## config.mk

```make
export PLATFORM = sky130hd
export DESIGN_NAME = pipelined_barrel_shifter
export DESIGN_NICKNAME = d
export VERILOG_FILES = /design/src/rtl/pipelined_barrel_shifter.sv
export SDC_FILE = /design/constraint.sdc
export NUM_CORES = 1
export LEC_CHECK = 0
export BUFFER_PORTS_ARGS = -buffer_cell sky130_fd_sc_hd__buf_2
export CORE_AREA = 2 2 131 133
export CTS_BUF_LIST = sky130_fd_sc_hd__clkbuf_16
export DETAILED_ROUTE_END_ITERATION = 16
export DIE_AREA = 0 0 133 135
export GPL_TIMING_DRIVEN = 0
export MAX_ROUTING_LAYER = met4
export PLACE_DENSITY = 0.77
export SETUP_SLACK_MARGIN = 0.1
export SYNTH_ARGS = -nofsm -noshare
export SYNTH_HDL_FRONTEND = slang
export SYNTH_SLANG_ARGS = --single-unit
```

## constraint.sdc

```tcl
create_clock -name clk -period 2.9 [get_ports clk]
set_input_delay 0.435 -clock clk [delete_from_list [all_inputs] [get_ports clk]]
set_output_delay 0.435 -clock clk [all_outputs]
set_load 0.05 [all_outputs]
```

## src/rtl/pipelined_barrel_shifter.sv

```systemverilog
// pipelined_barrel_shifter: two-stage ARM-style shift unit (LSL/LSR/ASR/ROR/RRX)
// with immediate or register amounts, full carry-out semantics, and valid/ready
// handshakes on both sides.
// Stage 1 classifies the request and performs the coarse (multiple-of-8) shift.
// Stage 2 performs the fine shift, selects the carry and drives the outputs.
// Optional macro SHIFTER_FLAGS_EN adds registered shift_n / shift_z outputs.
module pipelined_barrel_shifter #(
  parameter int DATA_W = 32,
  parameter int AMT_W  = 8,
  parameter int LOG_W  = $clog2(DATA_W)
) (
  input  logic              clk,
  input  logic              rst,
  input  logic              in_valid,
  output logic              in_ready,
  input  logic [2:0]        shift_op,
  input  logic [DATA_W-1:0] shift_data,
  input  logic [AMT_W-1:0]  shift_num,
  input  logic              carry_in,
  output logic              out_valid,
  input  logic              out_ready,
  output logic [DATA_W-1:0] shift_out,
  output logic              shift_carry_out
`ifdef SHIFTER_FLAGS_EN
  ,
  output logic              shift_n,
  output logic              shift_z
`endif
);

  // Amount comparisons need room for both the full amount and the value DATA_W.
  localparam int CMP_W = (AMT_W > LOG_W + 1) ? AMT_W : LOG_W + 1;
  localparam logic [CMP_W-1:0] W_EXT     = CMP_W'(DATA_W);
  localparam logic [LOG_W-1:0] FINE_MASK = LOG_W'(7);

  localparam logic [1:0] T_LSL = 2'b00;
  localparam logic [1:0] T_LSR = 2'b01;
  localparam logic [1:0] T_ASR = 2'b10;
  localparam logic [1:0] T_ROR = 2'b11;

  // Resolved behaviour of a request once the amount has been classified.
  typedef enum logic [2:0] {
    M_PASS,     // out = data, carry = carry_in
    M_SHIFT,    // ordinary shift/rotate by 1..DATA_W-1
    M_ZERO_HI,  // LSL/LSR by exactly DATA_W
    M_ZERO,     // LSL/LSR beyond DATA_W
    M_SIGN,     // ASR by DATA_W or more
    M_RRX,      // rotate right through carry
    M_ROR0      // register ROR by a non-zero multiple of DATA_W
  } mode_t;

  // Shift or rotate by amt; composes cleanly, so coarse then fine equals the total.
  function automatic logic [DATA_W-1:0] shift_by(input logic [1:0]        typ,
                                                 input logic [DATA_W-1:0] d,
                                                 input logic [LOG_W-1:0]  amt);
    logic signed [DATA_W-1:0] sd;
    logic [2*DATA_W-1:0]      dd;
    sd = d;
    dd = {d, d} >> amt;
    case (typ)
      T_LSL:   shift_by = d << amt;
      T_LSR:   shift_by = d >> amt;
      T_ASR:   shift_by = sd >>> amt;
      default: shift_by = dd[DATA_W-1:0];
    endcase
  endfunction

  logic vld_p1, vld_p2;
  logic adv_p2, accept;

  assign adv_p2    = !vld_p2 || out_ready;
  assign in_ready  = !vld_p1 || adv_p2;
  assign accept    = in_valid && in_ready;
  assign out_valid = vld_p2;

  // ---- stage 1: classify amount, coarse shift ----
  logic [1:0]        typ_c;
  logic [CMP_W-1:0]  n_ext_c;
  logic [LOG_W-1:0]  sh_c;
  mode_t             mode_c;
  logic [DATA_W-1:0] coarse_c;

  // Decode the effective amount and special cases, then shift by the 8-bit multiple.
  always_comb begin
    typ_c    = shift_op[2:1];
    n_ext_c  = CMP_W'(shift_num);
    sh_c     = shift_num[LOG_W-1:0];
    mode_c   = M_SHIFT;
    if (shift_op[0]) begin
      if (n_ext_c == '0) begin
        mode_c = M_PASS;
      end else begin
        case (typ_c)
          T_ROR:   mode_c = (sh_c == '0) ? M_ROR0 : M_SHIFT;
          T_ASR:   mode_c = (n_ext_c >= W_EXT) ? M_SIGN : M_SHIFT;
          default: begin
            if (n_ext_c == W_EXT)     mode_c = M_ZERO_HI;
            else if (n_ext_c > W_EXT) mode_c = M_ZERO;
            else                      mode_c = M_SHIFT;
          end
        endcase
      end
    end else if (sh_c == '0) begin
      case (typ_c)
        T_LSL:   mode_c = M_PASS;
        T_LSR:   mode_c = M_ZERO_HI;
        T_ASR:   mode_c = M_SIGN;
        default: mode_c = M_RRX;
      endcase
    end
    coarse_c = shift_by(typ_c, shift_data, sh_c & ~FINE_MASK);
  end

  logic [1:0]        typ_p1;
  mode_t             mode_p1;
  logic [LOG_W-1:0]  sh_p1;
  logic [DATA_W-1:0] data_p1;
  logic [DATA_W-1:0] coarse_p1;
  logic              cin_p1;

  // Stage-1 occupancy: refills whenever the slot is free or moving on.
  always_ff @(posedge clk or posedge rst) begin
    if (rst)           vld_p1 <= 1'b0;
    else if (in_ready) vld_p1 <= in_valid;
  end

  // Stage-1 payload captured on every accepted request.
  always_ff @(posedge clk) begin
    if (accept) begin
      typ_p1    <= typ_c;
      mode_p1   <= mode_c;
      sh_p1     <= sh_c;
      data_p1   <= shift_data;
      coarse_p1 <= coarse_c;
      cin_p1    <= carry_in;
    end
  end

  // ---- stage 2: fine shift, carry select ----
  logic [DATA_W-1:0] fine_c;
  logic [DATA_W-1:0] res_c;
  logic              carry_c;
  logic [LOG_W-1:0]  idx_l, idx_r;

  // Finish the shift and pick the carry bit for the resolved mode.
  always_comb begin
    fine_c  = shift_by(typ_p1, coarse_p1, sh_p1 & FINE_MASK);
    idx_l   = LOG_W'(0) - sh_p1;
    idx_r   = sh_p1 - LOG_W'(1);
    res_c   = data_p1;
    carry_c = cin_p1;
    case (mode_p1)
      M_SHIFT: begin
        res_c = fine_c;
        if (typ_p1 == T_LSL)      carry_c = data_p1[idx_l];
        else if (typ_p1 == T_ROR) carry_c = fine_c[DATA_W-1];
        else                      carry_c = data_p1[idx_r];
      end
      M_ZERO_HI: begin
        res_c   = '0;
        carry_c = (typ_p1 == T_LSL) ? data_p1[0] : data_p1[DATA_W-1];
      end
      M_ZERO: begin
        res_c   = '0;
        carry_c = 1'b0;
      end
      M_SIGN: begin
        res_c   = {DATA_W{data_p1[DATA_W-1]}};
        carry_c = data_p1[DATA_W-1];
      end
      M_RRX: begin
        res_c   = {cin_p1, data_p1[DATA_W-1:1]};
        carry_c = data_p1[0];
      end
      M_ROR0: begin
        res_c   = data_p1;
        carry_c = data_p1[DATA_W-1];
      end
      default: begin
        res_c   = data_p1;
        carry_c = cin_p1;
      end
    endcase
  end

  // Output register: loads on advance, holds while the consumer stalls.
  always_ff @(posedge clk or posedge rst) begin
    if (rst) begin
      vld_p2          <= 1'b0;
      shift_out       <= '0;
      shift_carry_out <= 1'b0;
`ifdef SHIFTER_FLAGS_EN
      shift_n         <= 1'b0;
      shift_z         <= 1'b0;
`endif
    end else if (adv_p2) begin
      vld_p2 <= vld_p1;
      if (vld_p1) begin
        shift_out       <= res_c;
        shift_carry_out <= carry_c;
`ifdef SHIFTER_FLAGS_EN
        shift_n         <= res_c[DATA_W-1];
        shift_z         <= (res_c == '0);
`endif
      end
    end
  end

endmodule

```

# Yosys cells after proc, flatten, opt, wreduce, memory -nomap -nowiden
# Cells that the tools add are included.
op_classes:
  n_addsub: 2
  n_lt_le_gt_ge: 4
  n_eq_ne: 13
  shifts: 8
  muxes: 20
  n_reduce_logical: 12
ops:
  columns: ["operator", "count"]
  rows:
  - ["one-hot mux 32 bit (3 select lines)", 2]
  - ["one-hot mux 32 bit (4 select lines)", 1]
  - ["right shift 64 x 3 -> 32 bit", 1]
  - ["right shift 64 x 5 -> 32 bit", 1]
  - ["left shift 32 x 3 -> 32 bit", 1]
  - ["left shift 32 x 5 -> 32 bit", 1]
  - ["right shift 32 x 3 -> 32 bit", 1]
  - ["right shift 32 x 5 -> 32 bit", 1]
  - [">>> shifter 32 x 3 -> 32 bit", 1]
  - [">>> shifter 32 x 5 -> 32 bit", 1]
  - ["two-way mux 3 bit", 5]
  - ["< comparator 5 x 6 -> 1 bit, second input constant", 2]
  - ["binary-select mux 1 bit (select 5 bit)", 2]
  - ["equality test 3 bit, second input constant", 3]
  - ["one-hot mux 3 bit (3 select lines)", 1]
  - ["equality test 2 bit, second input constant", 4]
  - ["equality test 8 x 6 -> 1 bit, second input constant", 1]
  - ["greater-or-equal comparator 8 x 6 -> 1 bit, second input constant", 1]
  - ["greater-than comparator 8 x 6 -> 1 bit, second input constant", 1]
  - ["zero test 8 bit", 1]
  - ["equality test 3 x 2 -> 1 bit, second input constant", 2]
  - ["one-hot mux 3 bit (2 select lines)", 1]
  - ["zero test 5 bit", 1]
  - ["two-way mux 1 bit", 5]
  - ["other kinds (12)", 18]
totals:
  reg_bits: 110
  out_inout_bits: 35
  wordCells: 69

# Longest topological paths before layout
depth:
  ltp_word: 6
  mapped_depth: 13

# Worst setup path after synthesis
# OpenSTA, ideal clock, no wires.
synth_timing:
  path_type: "reg2reg"
  start: "reg vld_p2 (netlist: out_valid)"
  end: "reg cin_p1, enable pin"
  setup_ps: 441
  t_arrival_ps: 2949
  required_ps: 2459
  slack_ps: -491
  stages_incl_launch_ff: 3
  period_less_slack_ps: 3391
  path_cell_list: "dfrtp_1 > nand3b_1 > and2_1"
synth_via:
  elab_chain_cells: 4
synth_lines:
  columns: ["element", "line_no", "source"]
  rows:
  - ["start: declaration", "68", "logic vld_p1, vld_p2;"]
  - ["start signal: assignment", "197", "vld_p2 <= vld_p1;"]
  - ["zero test 1 bit", "71", "assign adv_p2 = !vld_p2 || out_ready;"]
  - ["logical OR 1 bit", "71", null]
  - ["logical OR 1 bit", "72", "assign in_ready = !vld_p1 || adv_p2;"]
  - ["named net in_ready", "15", "output logic in_ready,"]
  - ["logical AND 1 bit", "73", "assign accept = in_valid && in_ready;"]
  - ["named net accept", "69", "logic adv_p2, accept;"]
  - ["end signal: assignment", "135", "cin_p1 <= carry_in;"]
  - ["end: declaration", "119", "logic cin_p1;"]
# The timed path passes the listed nets, and every way through them passes these cells.
# A chain may end at the register's enable or synchronous reset.

# Worst setup path in the final report
layout_timing:
  start: "reg sh_p1[0]"
  end: "reg shift_carry_out"
layout_via:
  elab_chain_cells: 6
  elab_cells_between_ends: 14
layout_lines:
  columns: ["element", "line_no", "source"]
  rows:
  - ["start: declaration", "116", "logic [LOG_W-1:0] sh_p1;"]
  - ["start signal: assignment", "132", "sh_p1 <= sh_c;"]
  - ["subtractor 5 x 1 -> 5 bit", "149", "idx_r = sh_p1 - LOG_W'(1);"]
  - ["binary-select mux 1 bit (select 5 bit)", "157", "else carry_c = data_p1[idx_r];"]
  - ["two-way mux 1 bit (not written as such)", "157", null]
  - ["two-way mux 1 bit", "156", "else if (typ_p1 == T_ROR) carry_c = fine_c[DATA_W-1];"]
  - ["two-way mux 1 bit *", "155", "if (typ_p1 == T_LSL) carry_c = data_p1[idx_l];"]
  - ["one-hot mux 1 bit (5 select lines) *", "152", "case (mode_p1)"]
  - ["end signal: assignment", "200", "shift_carry_out <= carry_c;"]
  - ["end: declaration", "23", "output logic shift_carry_out"]
# Every way passes the cells marked *; elsewhere a longest branch is shown, timed or not. The select of a mux whose other input is x is not followed.

==> results by group <==
Outcome
  • Status: completed

Synth
  • Largest cells by area after synthesis: edfxtp_1 (25%), mux4_2 (17%), dfrtp_1 (9.7%)
  • Most frequent cell after synthesis: nand2_1
  • Mapped Cells: around 890
  • Net Count, Synth: 937
  • Top-area cell type share of the netlist area: 25.0%
  • Yosys cell types: roughly 70
  • Synthesized area: 0.00901 sq mm
  • Cell accounting for the most synthesized area: edfxtp_1
  • #FFs+latches synth: 110
  • Number of flops mapped to enable cells by yosys: 75
  • Post-synth ARST share: 31.8%
  • Top FF cell, synth: edfxtp_1
  • Post-synth top cells: nand2_1 (140), o21ai_0 (84), edfxtp_1 (75)
  • Avg Cell Area, Syn: slightly above 10 sq um
  • Sequential area share after synthesis: 34.7%
  • Yosys warns: 0

Detailed routing
  • Wirelength per Cell: 26.1 microns
  • Antenna-violating nets left: 0
  • Final WL: 31.8 mm
  • Vias per cell: between 6 and 7
  • Initial DRC Count: 1267
  • DRC: 0
  • Met3 Routed Length: 3.99 mm
  • Vias: 8527
  • M1 WL: 11.4 mm
  • Met2 routed WL: 14.2 mm
  • 1st-pass router iterations: 6
  • Top layer in use: met4

Die
  • Std-Cell Rows: 47
  • Core area: 0.0164 sq mm
  • Die Y: 135 microns
  • Die area: 0.0180 sq mm
  • Starting Density: a little over half
  • Die width: 133 microns
  • Top Ports: 83

Final layout
  • Post-route cell area: 0.0102 sq mm
  • Util after Layout: 62.3%
  • N_diodes: 0
  • Filler Cell Count: 1370
  • Nets: 1043
  • Share of layout cells above drive strength 1: 23.9%
  • Area growth, synth to finish: 13.5%

Clocking
  • TritonCTS clock tree: built
  • CTS root buf: clkbuf_16
  • Clk pin slew, worst setup/hold paths: about 0.080 ns
  • Hold-fix buffers, CTS: 0
  • Insertion delay to the later sink of the worst-skew pair: approximately 0.36 ns
  • Clock tree buffer depth: 2
  • Max H-tree Level: 3
  • Sinks on Clock Net: 110
  • Number of buffers created by CTS: 9

Worst setup path
  • R2r startpoint: sh_p1[0]
  • CP endpoint kind: register
  • CP Data Arrival Time: 2.99 ns
  • Reg2Reg Setup Slack: 0.13 ns
  • Reg-to-reg endpoint: shift_carry_out
  • Worst Setup EP: shift_carry_out
  • Worst setup path start: sh_p1[0]
  • Critical path class: register to register
  • Worst path required time: around 3.1 ns
  • CP Max Fanout: 7
  • Startpoint types: register
  • Worst R2R Path Depth: 12

Power and ir drop
  • Combinational Power Share: 37.4%
  • Sw Pwr: approximately 2 mW
  • Worst vdd ir: 0.314 mV
  • Power density over the cells: 513 mW/mm^2
  • Sequential Power Share: 39.5%
  • Sw Share: 38.9%
  • Pint: around 3.2 mW
  • P_leak: roughly 3.9 nW
  • Clock share of power: between 20% and 30%

Global routing
  • Congestion Overflow GR: 0
  • Overall routing resource usage: 37.0%
  • Number of global-route vias before repair: 7716
  • First-pass GRT wire length: 48.0 mm
  • Initial antenna violation count: 0
  • Largest net degree at the start of global routing: 76

Placed design
  • I/O Buffers: 82
  • DP Wirelength: 24.3 mm
  • DP Area: 0.00974 sq mm
  • Gpl congestion: 1.10

Job
  • Maxcap violations: 0

STA
  • Fmax: 0.361 GHz
  • Final setup TNS: 0 ns
  • Period Utilization, post-route: 95.4%
  • Hold WS: 0.189 ns
  • Setup-failing EPs final: 0
  • Tmin final: 2.77 ns
  • Worst Skew: 0.0135 ns
  • Final count of hold timing violations: 0
  • Worst Tran Pin Value: 0.935 ns
  • RSZ-0062 raised after global routing: true
  • Slew Limit Fails: 0
  • Relative slew slack: 37.7%

Min path
  • HP Class: input pin to asynchronous set/reset pin
metrics by stage:
stage                     power (mW)  setup WS [ns]  instances
after floorplan                 3.38          0.103        888
after global placement          3.95         -0.278       1190
after detailed placement        3.97         -0.318       1190
after CTS                       5.19         0.0912       1215
after global routing            5.45         0.0236       1219
final                           5.25          0.132       1219
kinds of logic after synthesis:
logic type               count (synthesis)  synth area share, %
multiplexers                           119                 24.6
flip-flops                             110                 34.7
AND/OR/NAND/NOR                        265                 13.5
buffers and inverters                  102                 5.25
AO/OA/AOI/OAI                          286                 21.2
XOR/XNOR                                 5                0.695
adder cells (fa/ha/maj)                  1                0.139
how the worst min path moves through the flow:
| stage | endpoint | slack, ns | cells after the start |
|---|---|---|---|
| 5_1_grt | cin_p1 | 0.24 | 1 |
| 6_report | shift_out[4] | 0.19 | 2 |
| 3_5_place_dp | shift_out[29] | 0.47 | 2 |
| 2_1_floorplan | out_valid | 0.47 | 1 |
| 3_3_place_gp | shift_out[0] | 0.46 | 2 |
| 4_1_cts | cin_p1 | 0.25 | 1 |
critical path, cell delays in order, from the launching register on:
cell and delay, ns:
edfxtp_1 0.34, buf_6 0.10, buf_12 0.10, buf_12 0.11
clkinv_8 0.05, ha_4 0.26, buf_8 0.12, mux4_2 0.50
mux2i_1 0.15, nor2_1 0.06, or4_1 0.54, nand4_1 0.15
o221ai_1 0.12
state kept, by name (all words and copies together), names as in the netlist:
name	cells
data_p1	32
out_valid	1
typ_p1	2
vld_p1	1
sh_p1	5
cin_p1	1
shift_out	32
mode_p1	3
coarse_p1	32
shift_carry_out	1
layout make-up:
type                            instances  area, sq um  share of cell area [%]
Buffer                                 89          497                    4.86
Clock buffer                            9          225                    2.20
Multi-Input combinational cell        676         5450                    53.2
Clock inverter                          7         77.6                   0.758
Tap cell                              220          275                    2.69
Inverter                               12         65.1                   0.636
Timing Repair Buffer                   96          515                    5.04
Sequential cell                       110         3130                    30.6
power by group through the flow:
stage / sequential [mW] / combinational (mW) / clock (mW)
after floorplan: 2.37 / 1.01 / 0
after global placement: 2.09 / 1.86 / 0
after detailed placement: 2.09 / 1.87 / 0
after CTS: 2.06 / 1.91 / 1.22
after global routing: 2.09 / 2.06 / 1.30
final: 2.07 / 1.96 / 1.22
timing repair:
item                                    CTS  global route
setup buffers                             9             5
endpoints found under the setup margin    1            10
gates cloned                              0             0
pin swaps                                 4             5
gates resized for setup                  17             5
layer usage:
metal / vias up / global-route usage (%)
met5: - / -
met3: 130 / 7.58
li1: 3708 / -
met2: 720 / 55.5
met1: 3969 / 47.1
met4: 0 / 21.5
cell usage in the layout (no fill, tap or decap), types with 6 or more instances in the layout:
cell | synthesis | layout
a21boi_0 | 7 | 7
mux4_1 | 10 | 10
mux2_2 | 8 | 8
nand2b_1 | 14 | 14
a211oi_1 | 9 | 8
o211ai_1 | 22 | 22
o22ai_1 | 11 | 11
a221oi_1 | 31 | 31
a31oi_1 | 14 | 14
nor2_1 | 39 | 39
buf_1 | 8 | 8
a21oi_1 | 29 | 29
buf_4 | 4 | 15
clkbuf_16 | 0 | 9
clkbuf_1 | 55 | 55
o21ai_1 | 16 | 16
a22oi_1 | 13 | 13
a221o_1 | 6 | 6
and2_1 | 10 | 9
inv_1 | 9 | 7
nand2_1 | 140 | 140
nand3_1 | 18 | 18
nor2b_1 | 14 | 14
dfrtp_1 | 35 | 35
mux4_2 | 68 | 68
mux2i_1 | 33 | 32
buf_6 | 5 | 6
edfxtp_1 | 75 | 75
o21ai_0 | 84 | 84
buf_2 | 17 | 94
No activity file was read; power rests on OpenSTA's default activity.
